## src/rtl/sar_adc_mc_if.sv

```systemverilog
// Front-end and result bus of the multi-channel SAR controller.
// master = controller side, slave = analog front end / result consumer side.
interface sar_adc_mc_if #(
    parameter int ADC_WIDTH = 8,
    parameter int CH_W      = 2
);
    logic                 start;
    logic                 scan;
    logic [CH_W-1:0]      ch_sel;
    logic                 cmp;
    logic [ADC_WIDTH-1:0] DACF;
    logic [CH_W-1:0]      ch_mux;
    logic                 busy;
    logic                 eoc;
    logic                 eos;
    logic                 den;
    logic [ADC_WIDTH-1:0] Dout;
    logic [CH_W-1:0]      dout_ch;

    modport master (
        input  start, scan, ch_sel, cmp,
        output DACF, ch_mux, busy, eoc, eos, den, Dout, dout_ch
    );

    modport slave (
        output start, scan, ch_sel, cmp,
        input  DACF, ch_mux, busy, eoc, eos, den, Dout, dout_ch
    );
endinterface

```

## src/rtl/sar_adc_mc.sv

```systemverilog
// Multi-channel SAR ADC controller: mux settling, per-bit DAC settling,
// single/scan sequencing and power-of-two oversampling with averaging.
module sar_adc_mc #(
    parameter int ADC_WIDTH  = 8,
    parameter int CH_NUM     = 4,
    parameter int CH_W       = 2,
    parameter int SETTLE_CYC = 1,
    parameter int MUX_CYC    = 2,
    parameter int AVG_LOG2   = 0
) (
    input  logic            clk,
    input  logic            rst_n,
    sar_adc_mc_if.master    adc
);
    localparam int ACC_W = ADC_WIDTH + AVG_LOG2;
    localparam int BIT_W = $clog2(ADC_WIDTH);
    localparam int REP_W = AVG_LOG2 + 1;
    localparam logic [CH_W-1:0]  CH_LAST     = CH_W'(CH_NUM - 1);
    localparam logic [7:0]       MUX_LAST    = 8'(MUX_CYC - 1);
    localparam logic [7:0]       SETTLE_LAST = 8'(SETTLE_CYC);
    localparam logic [REP_W-1:0] REP_LAST    = REP_W'((1 << AVG_LOG2) - 1);
    localparam logic [BIT_W-1:0] BIT_MSB     = BIT_W'(ADC_WIDTH - 1);

    typedef enum logic [1:0] {S_IDLE, S_MUX, S_BIT, S_DONE} state_t;
    state_t r_state, w_state_next;

    logic                 r_start_q, r_scan, r_busy, r_eoc, r_eos, r_den;
    logic [CH_W-1:0]      r_ch_mux, r_dout_ch;
    logic [ADC_WIDTH-1:0] r_dout, r_code;
    logic [7:0]           r_cnt;
    logic [BIT_W-1:0]     r_bit;
    logic [ACC_W-1:0]     r_acc;
    logic [REP_W-1:0]     r_rep;

    logic                 w_start_e, w_mux_done, w_hold_done, w_lsb, w_last_rep, w_scan_more;
    logic [ADC_WIDTH-1:0] w_trial, w_resolved;
    logic [ACC_W-1:0]     w_avg;

    // busy gates the edge so the eoc cycle (IDLE, busy still high) ignores starts
    assign w_start_e   = adc.start & ~r_start_q & ~r_busy & (r_state == S_IDLE);
    assign w_mux_done  = (r_cnt == MUX_LAST);
    assign w_hold_done = (r_cnt == SETTLE_LAST);
    assign w_lsb       = (r_bit == '0);
    assign w_last_rep  = (r_rep == REP_LAST);
    assign w_scan_more = r_scan & (r_ch_mux != CH_LAST);
    assign w_avg       = r_acc >> AVG_LOG2;

    // Trial code: resolved upper bits, current bit forced high; midscale outside BIT.
    // Resolved code: current bit replaced by the comparator decision.
    for (genvar gi = 0; gi < ADC_WIDTH; gi++) begin : g_bits
        assign w_trial[gi] = (r_state == S_BIT)
                           ? (r_code[gi] | (r_bit == BIT_W'(gi)))
                           : ((gi == ADC_WIDTH - 1) ? 1'b1 : 1'b0);
        assign w_resolved[gi] = (r_bit == BIT_W'(gi)) ? adc.cmp : r_code[gi];
    end

    always_ff @(posedge clk) begin
        if (!rst_n) r_state <= S_IDLE;
        else        r_state <= w_state_next;
    end

    always_comb begin
        w_state_next = r_state;
        case (r_state)
            S_IDLE: if (w_start_e)  w_state_next = S_MUX;
            S_MUX:  if (w_mux_done) w_state_next = S_BIT;
            S_BIT:  if (w_hold_done && w_lsb && w_last_rep) w_state_next = S_DONE;
            S_DONE: w_state_next = w_scan_more ? S_MUX : S_IDLE;
            default: w_state_next = S_IDLE;
        endcase
    end

    always_ff @(posedge clk) begin
        if (!rst_n) begin
            r_start_q <= 1'b0;
            r_scan    <= 1'b0;
            r_busy    <= 1'b0;
            r_eoc     <= 1'b0;
            r_eos     <= 1'b0;
            r_den     <= 1'b0;
            r_ch_mux  <= '0;
            r_dout_ch <= '0;
            r_dout    <= '0;
            r_code    <= '0;
            r_cnt     <= '0;
            r_bit     <= '0;
            r_acc     <= '0;
            r_rep     <= '0;
        end else begin
            r_start_q <= adc.start;
            r_eoc     <= 1'b0;
            r_eos     <= 1'b0;
            case (r_state)
                S_IDLE: begin
                    r_busy <= w_start_e;
                    if (w_start_e) begin
                        r_scan   <= adc.scan;
                        r_ch_mux <= adc.scan ? '0 : adc.ch_sel;
                        r_den    <= 1'b0;
                        r_cnt    <= '0;
                    end
                end
                S_MUX: begin
                    if (w_mux_done) begin
                        r_cnt  <= '0;
                        r_bit  <= BIT_MSB;
                        r_code <= '0;
                        r_acc  <= '0;
                        r_rep  <= '0;
                    end else begin
                        r_cnt <= r_cnt + 8'd1;
                    end
                end
                S_BIT: begin
                    if (w_hold_done) begin
                        r_cnt <= '0;
                        if (w_lsb) begin
                            // repeat restarts from midscale without a new mux wait
                            r_acc  <= r_acc + ACC_W'(w_resolved);
                            r_rep  <= r_rep + 1'b1;
                            r_code <= '0;
                            r_bit  <= BIT_MSB;
                        end else begin
                            r_code <= w_resolved;
                            r_bit  <= r_bit - 1'b1;
                        end
                    end else begin
                        r_cnt <= r_cnt + 8'd1;
                    end
                end
                S_DONE: begin
                    r_eoc     <= 1'b1;
                    r_den     <= 1'b1;
                    r_dout    <= w_avg[ADC_WIDTH-1:0];
                    r_dout_ch <= r_ch_mux;
                    r_eos     <= ~r_scan | (r_ch_mux == CH_LAST);
                    if (w_scan_more) begin
                        r_ch_mux <= r_ch_mux + 1'b1;
                        r_cnt    <= '0;
                    end
                end
                default: ;
            endcase
        end
    end

    assign adc.DACF    = w_trial;
    assign adc.ch_mux  = r_ch_mux;
    assign adc.busy    = r_busy;
    assign adc.eoc     = r_eoc;
    assign adc.eos     = r_eos;
    assign adc.den     = r_den;
    assign adc.Dout    = r_dout;
    assign adc.dout_ch = r_dout_ch;
endmodule

```

## src/flat_wrapper.sv

```systemverilog
// flat-port wrapper written by rule: the top's interface ports become plain ports
module sar_adc_mc_flat 
#(
    parameter int ADC_WIDTH  = 8,
    parameter int CH_NUM     = 4,
    parameter int CH_W       = 2,
    parameter int SETTLE_CYC = 1,
    parameter int MUX_CYC    = 2,
    parameter int AVG_LOG2   = 0
)
  (clk, rst_n, adc_start, adc_scan, adc_ch_sel, adc_cmp, adc_DACF, adc_ch_mux, adc_busy, adc_eoc, adc_eos, adc_den, adc_Dout, adc_dout_ch);
  sar_adc_mc_if #(.ADC_WIDTH(ADC_WIDTH), .CH_W(CH_W)) adc_i ();
  input  logic clk;
  input  logic rst_n;
  input wire logic [$bits(adc_i.start)-1:0] adc_start;
  input wire logic [$bits(adc_i.scan)-1:0] adc_scan;
  input wire logic [$bits(adc_i.ch_sel)-1:0] adc_ch_sel;
  input wire logic [$bits(adc_i.cmp)-1:0] adc_cmp;
  output wire logic [$bits(adc_i.DACF)-1:0] adc_DACF;
  output wire logic [$bits(adc_i.ch_mux)-1:0] adc_ch_mux;
  output wire logic [$bits(adc_i.busy)-1:0] adc_busy;
  output wire logic [$bits(adc_i.eoc)-1:0] adc_eoc;
  output wire logic [$bits(adc_i.eos)-1:0] adc_eos;
  output wire logic [$bits(adc_i.den)-1:0] adc_den;
  output wire logic [$bits(adc_i.Dout)-1:0] adc_Dout;
  output wire logic [$bits(adc_i.dout_ch)-1:0] adc_dout_ch;
  assign adc_i.start = adc_start;
  assign adc_i.scan = adc_scan;
  assign adc_i.ch_sel = adc_ch_sel;
  assign adc_i.cmp = adc_cmp;
  assign adc_DACF = adc_i.DACF;
  assign adc_ch_mux = adc_i.ch_mux;
  assign adc_busy = adc_i.busy;
  assign adc_eoc = adc_i.eoc;
  assign adc_eos = adc_i.eos;
  assign adc_den = adc_i.den;
  assign adc_Dout = adc_i.Dout;
  assign adc_dout_ch = adc_i.dout_ch;
  sar_adc_mc #(.ADC_WIDTH(ADC_WIDTH), .CH_NUM(CH_NUM), .CH_W(CH_W), .SETTLE_CYC(SETTLE_CYC), .MUX_CYC(MUX_CYC), .AVG_LOG2(AVG_LOG2)) u_core (.clk(clk), .rst_n(rst_n), .adc(adc_i));
endmodule
```

## config.mk

```make
export PLATFORM = sky130hd
export DESIGN_NAME = sar_adc_mc_flat
export DESIGN_NICKNAME = d
export VERILOG_FILES = /design/src/rtl/sar_adc_mc_if.sv /design/src/rtl/sar_adc_mc.sv /design/src/flat_wrapper.sv
export SDC_FILE = /design/constraint.sdc
export NUM_CORES = 1
export LEC_CHECK = 0
export BUFFER_PORTS_ARGS = -buffer_cell sky130_fd_sc_hd__buf_2
export CAP_MARGIN = 20
export CORE_UTILIZATION = 35
export DETAILED_ROUTE_END_ITERATION = 8
export MAX_ROUTING_LAYER = met4
export SLEW_MARGIN = 20
export SYNTH_ARGS = -nofsm -noshare
export SYNTH_HDL_FRONTEND = slang
export SYNTH_SLANG_ARGS = --single-unit
```

## constraint.sdc

```tcl
create_clock -name clk -period 6.8 [get_ports clk]
set_input_delay 0.34 -clock clk [delete_from_list [all_inputs] [get_ports clk]]
set_output_delay 0.34 -clock clk [all_outputs]
set_load 0.005 [all_outputs]
```

## After elaboration in Yosys (flattened, before gate mapping)

Cells that the tools add are included.

- Register bits after elaboration: 48
- Latch bits: 0
- RAM bits: 0
- Memory bits (read-only): 0
- Bits of input ports: 7
- Output and inout bits: 24
- Word-level logic and storage cells: 118
- Memories kept: 0

- $add $sub $neg: 5
- Multipliers: 0
- Divide/modulo/power cells: 0
- Order comparisons: 0
- Equal/unequal tests: 19
- Shift-type cells: 0
- Multiplexer cells: 47
- Bitwise logic cells: 17
- Reduce and logical (&&, ||, !) cells: 15

Operator list:

| operator | number |
|---|---|
| $mux W8 | 8 |
| $pmux W8 S2 | 2 |
| $pmux W8 S3 | 1 |
| $mux W1 | 22 |
| $eq A3 B3 Y1 const B | 4 |
| $mux W2 | 6 |
| $ne A2 B1 Y1 const B | 5 |
| $mux W3 | 3 |
| $or A1 B1 Y1 | 9 |
| $reduce_and A3 Y1 | 3 |
| $add A8 B1 Y8 const B | 1 |
| $add A8 B8 Y8 | 1 |
| $eq A8 B1 Y1 const B | 1 |
| $pmux W2 S4 | 1 |
| $reduce_and A2 Y1 | 4 |
| $eq A2 B2 Y1 const B | 3 |
| $eq A3 B2 Y1 const B | 2 |
| $pmux W3 S2 | 1 |
| $and A1 B1 Y1 | 4 |
| $ne A2 B2 Y1 const B | 2 |
| $not A1 Y1 | 4 |
| $pmux W1 S2 | 2 |
| $pmux W2 S2 | 1 |
| $reduce_and A4 Y1 | 1 |
| other kinds (10) | 12 |

## Logic depth before layout (Yosys ltp)

Gate-level depths: netlist of run 1.

- Depth in word-level cells: 6
- Mapped depth: 13
- Depth with buffers taken out: 13

## Worst setup path after synthesis of run 1

No wires, ideal clock.

- Path kind: reg2reg
- Start point: register u_core.r_bit[0]
- End point: register u_core.r_acc[6]
- Library setup time: 74 ps
- Arrival: 2258 ps
- Data required time: 6726 ps
- Slack: 4467 ps
- Stages on the path, launching flop included: 14
- Path buffers: 0
- Clock period less this slack: 2333 ps
- Cells stage by stage: dfxtp_1 > inv_1 > ha_1 > nand2b_1 > nand2_1 > nand2_1 > ha_1 > inv_1 > fa_1 > nand2b_1 > a21oi_1 > o22ai_1 > xor2_1 > o21ai_0

- Longest elaborated chain between the ends: 6
- Elaborated cells between the ends (all ways): 20
- Classes of those cells: 1 x add/sub; 7 x eq/ne; 10 x mux; 2 x reduce/logical

RTL lines:

| item | RTL line | source |
|---|---|---|
| start, declared | sar_adc_mc.sv:31 | `logic [BIT_W-1:0] r_bit;` |
| start signal, assigned | sar_adc_mc.sv:125 | `r_bit <= r_bit - 1'b1;` |
| $eq A3 B1 Y1 (tied with other cells) | sar_adc_mc.sv:54 | `assign w_resolved[gi] = (r_bit == BIT_W'(gi)) ? adc.cmp : r_code[gi];` |
| $mux W1 | sar_adc_mc.sv:54 |  |
| $add A8 B8 Y8 | sar_adc_mc.sv:119 | `r_acc <= r_acc + ACC_W'(w_resolved);` |
| $mux W8 | sar_adc_mc.sv:117 | `if (w_lsb) begin` |
| $mux W8 | sar_adc_mc.sv:115 | `if (w_hold_done) begin` |
| $pmux W8 S2 | sar_adc_mc.sv:93 | `case (r_state)` |
| end signal, assigned | sar_adc_mc.sv:119 |  |
| end, declared | sar_adc_mc.sv:32 | `logic [ACC_W-1:0] r_acc;` |

Parallel ways exist; a longest one is shown, timed or not. The select of a mux whose other input is x is not followed.
A chain may end at the register's enable or synchronous reset.

## Worst setup path after layout of run 1

- Start point: register u_core.r_state[1]
- End point: register u_core.r_code[1]

- Longest elaborated chain between the ends: 3
- Elaborated cells between the ends (all ways): 7
- Classes of those cells: 4 x eq/ne; 1 x mux; 2 x reduce/logical

RTL lines:

| item | RTL line | source |
|---|---|---|
| start, declared | sar_adc_mc.sv:25 | `state_t r_state, w_state_next;` |
| start signal, assigned | sar_adc_mc.sv:59 | `else r_state <= w_state_next;` |
| $eq A2 B2 Y1 or $eq A2 B1 Y1 (tied branches) | sar_adc_mc.sv:93 |  |
| $ne A2 B1 Y1 (no source line) or $reduce_bool A2 Y1 (tied branches) | - |  |
| $reduce_and A3 Y1 (no source line) | - |  |
| end signal, assigned | sar_adc_mc.sv:124 | `r_code <= w_resolved;` |
| end, declared | sar_adc_mc.sv:29 | `logic [ADC_WIDTH-1:0] r_dout, r_code;` |

Parallel ways exist; a longest one is shown, timed or not.

==> results of run 1 <==
[final cells by class]
| cell class | count | area [um2] |
|---|---|---|
| well taps | 99 | 124 |
| flip-flops and latches | 48 | 961 |
| clock buffers | 5 | 68.8 |
| multi-input cells | 217 | 1540 |
| inverters | 14 | 52.6 |
| fillers | 747 | 4310 |
| clock inverters | 2 | 12.5 |
| repair buffers | 30 | 150 |
[synth_stat cells (all sizes together) (4+ instances only)]
library cell  instances
o21ai                11
mux2i                17
o41ai                 4
a21oi                 8
nand3                 9
inv                  14
buf                   4
xnor2                 6
a211oi                6
o21a                  6
and2                  4
clkbuf                8
mux2                  5
nand4                 6
a21boi                4
ha                   20
dfxtp                48
xor2                  6
nor2b                10
nor2                 36
nand2b                5
nand2                27
[state kept, by name (all words and copies together), names as in the netlist]
| signal | flops |
|---|---|
| u_core.r_code | 8 |
| u_core.r_state | 2 |
| u_core.adc.Dout | 8 |
| u_core.r_bit | 3 |
| u_core.adc.ch_mux | 2 |
| u_core.r_cnt | 8 |
| u_core.adc.eoc | 1 |
| u_core.r_start_q | 1 |
| u_core.r_scan | 1 |
| u_core.adc.busy | 1 |
| u_core.adc.den | 1 |
| u_core.r_rep | 1 |
| u_core.adc.dout_ch | 2 |
| u_core.adc.eos | 1 |
| u_core.r_acc | 8 |
[stage by stage]
step | total power [mW] | instances | utilization [%] | cell area, um2 | hold WS (ns)
after floorplan | 0.645 | 291 | - | 2610 | 0.444
after global placement | 0.712 | 408 | 39.2 | 2830 | 0.459
after detailed placement | 0.717 | 408 | 39.2 | 2830 | 0.464
after CTS | 0.885 | 415 | 40.3 | 2910 | 0.253
after global routing | 0.956 | 415 | 40.3 | 2910 | 0.261
final | 0.878 | 415 | 40.3 | 2910 | 0.257
[how the worst max path moves through the flow]
| stage | endpoint | cells past startpoint | slack [ns] | start |
|---|---|---|---|---|
| 6_report | u_core.r_code[1] | 7 | 3.85 | u_core.r_state[1] |
| 4_1_cts | u_core.r_code[1] | 7 | 3.84 | u_core.r_state[1] |
| 5_1_grt | u_core.r_code[1] | 7 | 3.54 | u_core.r_state[1] |
| 2_1_floorplan | u_core.r_acc[6] | 13 | 4.47 | u_core.r_bit[0] |
| 3_5_place_dp | u_core.r_code[1] | 7 | 3.83 | u_core.r_state[1] |
| 3_3_place_gp | u_core.r_code[1] | 7 | 3.91 | u_core.r_state[1] |
[logic make-up (layout without fill, tap and decap cells)]
group | after synthesis | in the layout
buffers and inverters | 26 | 51
flip-flops | 48 | 48
XOR/XNOR | 12 | 12
AO/OA/AOI/OAI | 56 | 56
AND/OR/NAND/NOR | 106 | 106
adder cells (fa/ha/maj) | 21 | 21
multiplexers | 22 | 22
[power by group]
part / switching [mW] / internal [mW]
Clock: 0.0981 / 0.0699
Sequential: 0.0297 / 0.308
Combinational: 0.231 / 0.141
[per-layer routing]
layer | global-route usage [%] | up-vias | routed length [um]
met5 | - | - | 0
met4 | 3.96 | 0 | 40
met3 | 3.45 | 2 | 241
met2 | 24.3 | 40 | 2410
met1 | 21.7 | 946 | 2670
li1 | - | 1059 | -
==> metrics.md, run 1 <==
| Metric | Value |
|---|---|
| Final hold violation count | `0` |
| Buf+Inv Stages, Crit Path | `1` |
| Grt ovf | `0` |
| Top_reg_cell synth | `dfxtp_1` |
| Synth Register Bits | `48` |
| Total number of vias | `a little over 2000` |
| First-pass GRT wire length | `9.38 mm` |
| Post-synthesis cell type count | `between 40 and 50` |
| Routed Antenna Nets | `0` |
| Synth Area in Adders | `10.4%` |
| All-Layer GR Usage | `16.0%` |
| Most common cell after layout, fill and taps aside | `dfxtp_1` |
| DRT iter0 DRCs | `about 120` |
| CTS Buf Count | `5` |
| Post_cts resized | `0` |
| Post-Syn Instances | `291` |
| H-Tree Depth | `2` |
| Die width | `88.3 um` |
| Worst Hold Launch | `adc_start` |
| Final worst-path cycle share | `43.4%` |
| Die Area | `7790 um2` |
| Final Worst Setup Slack | `3.85 ns` |
| Worst reg2reg path startpoint | `u_core.r_state[1]` |
| Netlist Area Pre-Place | `2600 um2` |
| Chip Height | `88.3 um` |
| Worst Hold End | `u_core.r_start_q` |
| Syn_area_per_cell | `8.95 um2` |
| Share of layout cells above drive strength 1 | `15.8%` |
| Worst EP arrival | `3.11 ns` |
| Hold Path Depth | `2` |
| Post-DP HPWL | `3.85 mm` |
| Skew-Pair Late Insertion Delay | `0.30 ns` |
| Worst Hold Class | `in2reg` |
| Core footprint | `7210 um2` |
| Setup TNS | `0 ns` |
| Slowest stage delay, CP | `0.74 ns` |
| GP Congestion | `0.797` |
| Slew margin rel. | `30.5%` |
| Vias in the first global route | `~2000` |
| Compound-Gate Fraction of Synth Area | `between 10% and 20%` |
| Largest area contributor in the netlist | `dfxtp_1` |
| Clock sinks | `48` |
| Main combinational cell family by area after synthesis | `simple AND/OR/NAND/NOR gates` |
| Synthesized net count | `approximately 320` |
| DRC viols | `0` |
| Cell mode on critical path | `nand2_1` |
| CP cell instances | `inv_1 > ha_1 > or4b_1 > o2bb2ai_2 > nand2_1 > nand2_1 > a211oi_1` |
| Flop2flop setup slack | `3.85 ns` |
| Commonest cells after routing, fill and taps aside | `dfxtp_1, nor2_1, buf_2` |
| Initial Util | `36.1%` |
| Nets | `approximately 340` |
| Worst clock skew | `0.0102 ns` |
| Clk slew on worst S/H paths | `0.10 ns` |
| Drt total wl | `5.36 mm` |
| Tmin final | `2.95 ns` |
| Async SR Flop Fraction | `0%` |
| Io pins | `31` |
| Post-synth top area share | `36.9%` |
| TritonRoute pass-1 iters | `4` |
| Via density | `between 4 and 5` |
| Setup CP Type | `reg2reg` |
| Largest net degree at the start of global routing | `22` |
| CP max stage cell | `o2bb2ai_2` |
| Ant diodes | `0` |
| Simple-gate share of the synthesized area | `19.8%` |
| Unrepaired setup endpoints after global routing | `false` |
| Fmax | `~0.34 GHz` |
| Max FO, Critical Path | `20` |
| Worst R2R Path Depth | `7` |
| Post-synthesis sequential area ratio | `between 30% and 40%` |
| Synthesis-to-finish area growth | `11.6%` |
| FP Rows | `31` |
| Max Cap Viol | `0` |
| Crit Reg-Reg Endpoint | `u_core.r_code[1]` |
| Count of final setup violators | `0` |
| Drt wl/cell | `roughly 13 um` |
| Top cell family by delay on the critical path | `simple AND/OR/NAND/NOR gates` |
| Pleak | `1.21 nW` |
| Hold buffers post-CTS | `0` |
| Post-Synth XOR/XNOR Area | `4.03%` |
| Post-synth EDFFs | `0` |
| Pwr dens | `between 300 and 400 nW/um2` |
| CTS Root Cell | `clkbuf_8` |
| Fin. max-slew vios | `0` |
| CTS tree | `built` |
| Post-synthesis mux area share | `8.69%` |
| Largest cells by area after synthesis | `dfxtp_1, ha_1, mux2i_1, nor2_1, nand2_1` |
| CP Capture Type | `flip-flop` |
| Warnings from Yosys | `0` |
| Startpoint Class | `flip-flop` |
| Status | `finished clean` |
| Setup bufs post-CTS | `0` |
| Initial antenna violation count | `0` |
| Longest Clk Path Bufs | `2` |
| Peak VDD IR | `152 uV` |
| Required @ worst endpoint | `6.96 ns` |
| Worst-Margin Slew | `1.04 ns` |
| Post-place setup slack | `3.83 ns` |
| I/O Buffers | `30` |
(Power assumes the default switching activity.)
==> run 2: changes to the inputs <==
clock period = 2.65 ns   (was 6.8 ns; I/O delays follow)
==> run 2 against run 1 <==
Power grew to 2.7 times the previous value. Final area is 3.2% higher. Setup slack worse by 3.8 ns. Count of clock-buffer cells in the layout is 2 higher. Cell count is 1.4% higher. Hold slack worse by 0.20 ns. Critical path depth is 4 higher. Clock skew is 0.0031 ns higher. Fmax is 15% higher. Register-to-register slack worse by 3.8 ns. Highest routed layer unchanged.
==> metrics.md, run 2 (same netlist as run 1, synthesis figures left out) <==
| Metric | Value |
|---|---|
| Status | `finished clean` |
| Worst Hold End | `u_core.r_start_q` |
| Grt ovf | `0` |
| CTS tree | `built` |
| Slew margin rel. | `61.9%` |
| I/O Buffers | `30` |
| Die Area | `a little under 8000 um2` |
| DRT iter0 DRCs | `54` |
| Nets | `350` |
| Initial antenna violation count | `0` |
| Largest net degree at the start of global routing | `22` |
| Max FO, Critical Path | `14` |
| Hold buffers post-CTS | `0` |
| Share of layout cells above drive strength 1 | `19.3%` |
| Flop2flop setup slack | `0.09 ns` |
| Max Cap Viol | `0` |
| Required @ worst endpoint | `2.87 ns` |
| Chip Height | `88.3 um` |
| TritonRoute pass-1 iters | `4` |
| Via density | `a little under 5` |
| Post-DP HPWL | `4.00 mm` |
| Synthesis-to-finish area growth | `15.2%` |
| CTS Buf Count | `5` |
| Multi-input gate area | `1570 um2` |
| CP cell instances | `nand2b_1 > nand2_1 > nand2_1 > ha_1 > inv_1 > fa_1 > nand2b_1 > a21oi_2 > o22ai_1 > xor2_1 > o21ai_0` |
| Peak VDD IR | `297 uV` |
| Worst Hold Class | `in2reg` |
| Fin. max-slew vios | `0` |
| Clock sinks | `48` |
| Final worst-path cycle share | `a little over nine tenths` |
| Worst EP arrival | `roughly 2.8 ns` |
| CP Capture Type | `flip-flop` |
| Fmax | `between 0.3 and 0.4 GHz` |
| Fill count | `756` |
| Commonest cells after routing, fill and taps aside | `dfxtp_1, nor2_1, buf_2` |
| Worst clock skew | `0.0133 ns` |
| Routed Antenna Nets | `0` |
| Setup bufs post-CTS | `0` |
| H-Tree Depth | `2` |
| GP Congestion | `0.891` |
| Tmin final | `2.56 ns` |
| Register area | `961 um2` |
| Die width | `88.3 um` |
| Count of final setup violators | `0` |
| Worst reg2reg path startpoint | `u_core.r_bit[2]` |
| CTS Root Cell | `clkbuf_8` |
| Longest Clk Path Bufs | `2` |
| Pwr dens | `~800 nW/um2` |
| CP max stage cell | `dfxtp_1` |
| Worst-Margin Slew | `around 0.57 ns` |
| Most common cell after layout, fill and taps aside | `dfxtp_1` |
| Vias in the first global route | `2047` |
| First-pass GRT wire length | `approximately 9.3 mm` |
| Hold Path Depth | `2` |
| Pleak | `1.26 nW` |
| Slowest stage delay, CP | `about 0.66 ns` |
| Io pins | `31` |
| Worst Hold Launch | `adc_start` |
| Startpoint Class | `flip-flop` |
| Final hold violation count | `0` |
| DRC viols | `0` |
| Crit Reg-Reg Endpoint | `u_core.r_acc[6]` |
| Worst R2R Path Depth | `11` |
| Setup CP Type | `reg2reg` |
| Initial Util | `36.1%` |
| Unrepaired setup endpoints after global routing | `true` |
| Drt wl/cell | `13.4 um` |
| Skew-Pair Late Insertion Delay | `0.31 ns` |
| Min Hold Slack | `0.0558 ns` |
| Clk slew on worst S/H paths | `0.09 ns` |
| Core footprint | `between 7000 and 8000 um2` |
| Total number of vias | `around 2100` |
| Ant diodes | `0` |
| FP Rows | `31` |
| Final Worst Setup Slack | `0.0940 ns` |
| Drt total wl | `5.65 mm` |
| Post-place setup slack | `about 0.053 ns` |
| All-Layer GR Usage | `between 15 and 20%` |
[run 2: how the worst max path moves through the flow]
stage	startpoint	to	slack [ns]	cells past startpoint
floorplan	u_core.r_bit[0]	u_core.r_acc[6]	0.32	13
global placement	u_core.r_bit[0]	u_core.r_acc[6]	0.17	13
detailed placement	u_core.r_bit[0]	u_core.r_acc[6]	0.05	13
CTS	u_core.r_bit[0]	u_core.r_acc[6]	0.06	13
global route	u_core.r_bit[2]	u_core.r_acc[6]	-0.05	11
finish	u_core.r_bit[2]	u_core.r_acc[6]	0.09	11
[run 2: final cells by class]
| type | count | area share [%] |
|---|---|---|
| Inverter | 14 | 1.75 |
| Tap cell | 99 | 4.13 |
| Sequential cell | 48 | 32.0 |
| Timing Repair Buffer | 36 | 6.50 |
| Multi-Input combinational cell | 217 | 52.4 |
| Clock buffer | 7 | 3.21 |
[run 2: through the flow]
stage | power (mW) | std cells | setup TNS (ns) | utilization (%) | area [um2]
finish | 2.41 | 421 | 0 | 41.6 | 3000
global route | 2.61 | 421 | -0.0544 | 41.6 | 3000
global placement | 1.90 | 414 | 0 | 39.8 | 2870
floorplan | 1.66 | 291 | 0 | - | 2610
CTS | 2.40 | 421 | 0 | 41.2 | 2970
detailed placement | 1.91 | 414 | 0 | 39.8 | 2870
[run 2: where the power goes]
group | switching (mW) | internal [mW] | total (mW)
sequential | 0.0829 | 0.791 | 0.874
combinational | 0.618 | 0.436 | 1.05
clock | 0.250 | 0.233 | 0.483
total | 0.951 | 1.46 | 2.41
[run 2: critical path: cells and delay by family, from the launching register on]
family                   cells  cell delay, ns
flip-flops                   1            0.66
adder cells (fa/ha/maj)      2            0.58
AND/OR/NAND/NOR              4            0.53
AO/OA/AOI/OAI                3            0.47
XOR/XNOR                     1            0.15
buffers and inverters        1            0.07
[run 2: layer usage]
metal / vias to the layer above / global-route usage, % / share of wire [%]
li1: 1063 / - / -
met1: 994 / 19.5 / 53
met2: 22 / 24.8 / 44
met3: 8 / 3.26 / 2.1
met4: 0 / 7.77 / 1.5
met5: - / - / 0
[run 2: repair_timing]
action,CTS,global route
pin swaps,0,0
gates resized for setup,1,7
setup endpoints to repair,1,3
endpoints found under the hold margin,0,0
==> run 3: changes to the inputs <==
--- a/config.mk
+++ b/config.mk
@@ -12,2 +12,3 @@
 export MAX_ROUTING_LAYER = met4
+export RECOVER_POWER = 50
 export SLEW_MARGIN = 20
--- a/constraint.sdc
+++ b/constraint.sdc
@@ -3,2 +3,2 @@
 set_output_delay 0.1325 -clock clk [all_outputs]
-set_load 0.005 [all_outputs]
+set_load 0.1 [all_outputs]
==> run 3 against run 2 <==
The run now ends with DRC left. Sequential power about the same. Global-route usage grew 0.15 points. Setup slack improved by 0.064 ns. Hold slack got worse by 0.0094 ns. Largest power group unchanged. Non-clock buffer count grew 1. Register-to-register slack improved by 0.06 ns. Combinational power up 23%. Utilization is 0.26 points lower. Largest cell class unchanged.
==> metrics.md, run 3 (same netlist as run 1, synthesis figures left out) <==
| Metric | Value |
|---|---|
| FP Rows | `31` |
| Worst EP arrival | `2.69 ns` |
| Worst Hold Class | `in2reg` |
| Drt total wl | `5.68 mm` |
| Share of layout cells above drive strength 1 | `between 10% and 20%` |
| First-pass GRT wire length | `approximately 9.3 mm` |
| DRT iter0 DRCs | `~110` |
| P_sw | `1.19 mW` |
| Io pins | `31` |
| Drt wl/cell | `13.4 um` |
| Nets | `351` |
| Pleak | `around 1.2 nW` |
| CP max stage cell | `mux2_2` |
| Worst-Margin Slew | `~1.2 ns` |
| Worst clock skew | `0.00928 ns` |
| Total number of vias | `2105` |
| Ant diodes | `0` |
| Chip Height | `88.3 um` |
| Largest net degree at the start of global routing | `22` |
| Buf+Inv Stages, Crit Path | `1` |
| Count of final setup violators | `0` |
| Tmin final | `between 2 and 2.5 ns` |
| Pwr dens | `slightly below 900 nW/um2` |
| Max FO, Critical Path | `5` |
| H-Tree Depth | `2` |
| Skew-Pair Late Insertion Delay | `approximately 0.30 ns` |
| CTS tree | `built` |
| Flop2flop setup slack | `0.16 ns` |
| CTS Root Cell | `clkbuf_8` |
| Synthesis-to-finish area growth | `14.5%` |
| Worst Hold End | `u_core.r_start_q` |
| Fmax | `0.401 GHz` |
| Worst Hold Launch | `adc_start` |
| Slowest stage delay, CP | `0.37 ns` |
| Register area | `slightly below 1000 um2` |
| P_int | `1.44 mW` |
| Vias in the first global route | `a little under 2000` |
| Multi-input gate area | `1570 um2` |
| Clk pwr share | `17.6%` |
| Grt ovf | `0` |
| Fill count | `753` |
| Gate power share | `49.0%` |
| Hold Path Depth | `2` |
| Die Area | `7790 um2` |
| DRC viols | `2` |
| Required @ worst endpoint | `2.85 ns` |
| Worst reg2reg path startpoint | `u_core.r_bit[0]` |
| Max Cap Viol | `0` |
| Crit Reg-Reg Endpoint | `u_core.r_acc[7]` |
| TritonRoute pass-1 iters | `6` |
| Commonest cells after routing, fill and taps aside | `dfxtp_1, nor2_1, nand2_1` |
| CTS Buf Count | `5` |
| Setup CP Type | `reg2reg` |
| Hold buffers post-CTS | `0` |
| Setup TNS | `0 ns` |
| Final Worst Setup Slack | `0.158 ns` |
| Seq pwr share | `33.4%` |
| Clk slew on worst S/H paths | `0.09 ns` |
| Longest Clk Path Bufs | `2` |
| Failing checks | `DRC` |
| Final worst-path cycle share | `94.0%` |
| Die width | `88.3 um` |
| GP Congestion | `0.817` |
| Final hold violation count | `0` |
| Peak VDD IR | `about 370 uV` |
| Post-place setup slack | `slightly below 0.08 ns` |
| Initial Util | `36.1%` |
| All-Layer GR Usage | `16.1%` |
| CP Capture Type | `flip-flop` |
| Initial antenna violation count | `0` |
| Top cell family by delay on the critical path | `compound AO/OA/AOI/OAI gates` |
| Switching share of power | `45.3%` |
| Via density | `4.98` |
| Fin. max-slew vios | `0` |
| Core footprint | `a little over 7000 um2` |
| Status | `complete, but fails checks` |
| Startpoint Class | `flip-flop` |
| Worst R2R Path Depth | `10` |
| Clock sinks | `between 40 and 50` |
| Most common cell after layout, fill and taps aside | `dfxtp_1` |
| CP cell instances | `inv_1 > ha_1 > nor2b_2 > mux2_2 > ha_1 > o21ai_0 > o21a_1 > o31ai_2 > xnor2_1 > o21ai_0` |
| Post-DP HPWL | `4.03 mm` |
| Slew margin rel. | `22.0%` |
| Routed Antenna Nets | `0` |
| I/O Buffers | `30` |
==> run 3: cell count changes in the layout (fill, tap and decap cells not counted), moves of 2 or more <==
cell	delta
buf_2	-17
clkbuf_1	+18
clkinv_2	+2
nor2b_1	-5
nor2b_2	+6
==> run 3: final cells by class <==
class / count / share of cell area, %
Clock buffer: 6 / 2.77
Timing Repair Buffer: 37 / 5.96
Inverter: 14 / 1.76
Sequential cell: 48 / 32.3
Clock inverter: 2 / 0.336
Multi-Input combinational cell: 217 / 52.8
Tap cell: 99 / 4.15
==> run 3: what timing repair did <==
item | 4_1_cts | 5_1_grt
resized for setup | 0 | 12
buffers inserted | 0 | 1
endpoints found under the setup margin | 0 | 5
==> run 3: routing by layer <==
metal / vias up / track usage [%] / routed length [um]
met5: - / - / 0
met4: 0 / 5.72 / 112
met3: 9 / 3.36 / 179
met2: 35 / 23.4 / 2460
met1: 983 / 21.9 / 2930
li1: 1078 / - / -
==> run 3: how the worst max path moves through the flow <==
stage,endpoint,cells past startpoint,start
finish,u_core.r_acc[7],10,u_core.r_bit[0]
global route,u_core.r_acc[6],13,u_core.r_bit[0]
CTS,u_core.r_acc[7],11,u_core.r_bit[1]
detailed placement,u_core.r_acc[7],11,u_core.r_bit[1]
global placement,u_core.r_acc[7],11,u_core.r_bit[1]
floorplan,u_core.r_acc[6],13,u_core.r_bit[0]
==> run 3: power by group through the flow <==
stage	clock network, mW	logic, mW	registers, mW
floorplan	0	0.902	0.973
global placement	0	1.26	0.882
detailed placement	0	1.27	0.887
CTS	0.475	1.28	0.870
global route	0.512	1.40	0.891
finish	0.462	1.29	0.876
==> run 3: through the flow <==
step / cell area (um2) / utilization (%) / hold slack, ns / instances / power, mW
finish: 2980 / 41.3 / 0.0464 / 423 / 2.62
global route: 2980 / 41.3 / 0.0459 / 423 / 2.80
CTS: 2970 / 41.2 / 0.0420 / 422 / 2.62
detailed placement: 2880 / 39.9 / 0.366 / 414 / 2.16
global placement: 2880 / 39.9 / 0.356 / 414 / 2.14
floorplan: 2610 / - / 0.254 / 291 / 1.88
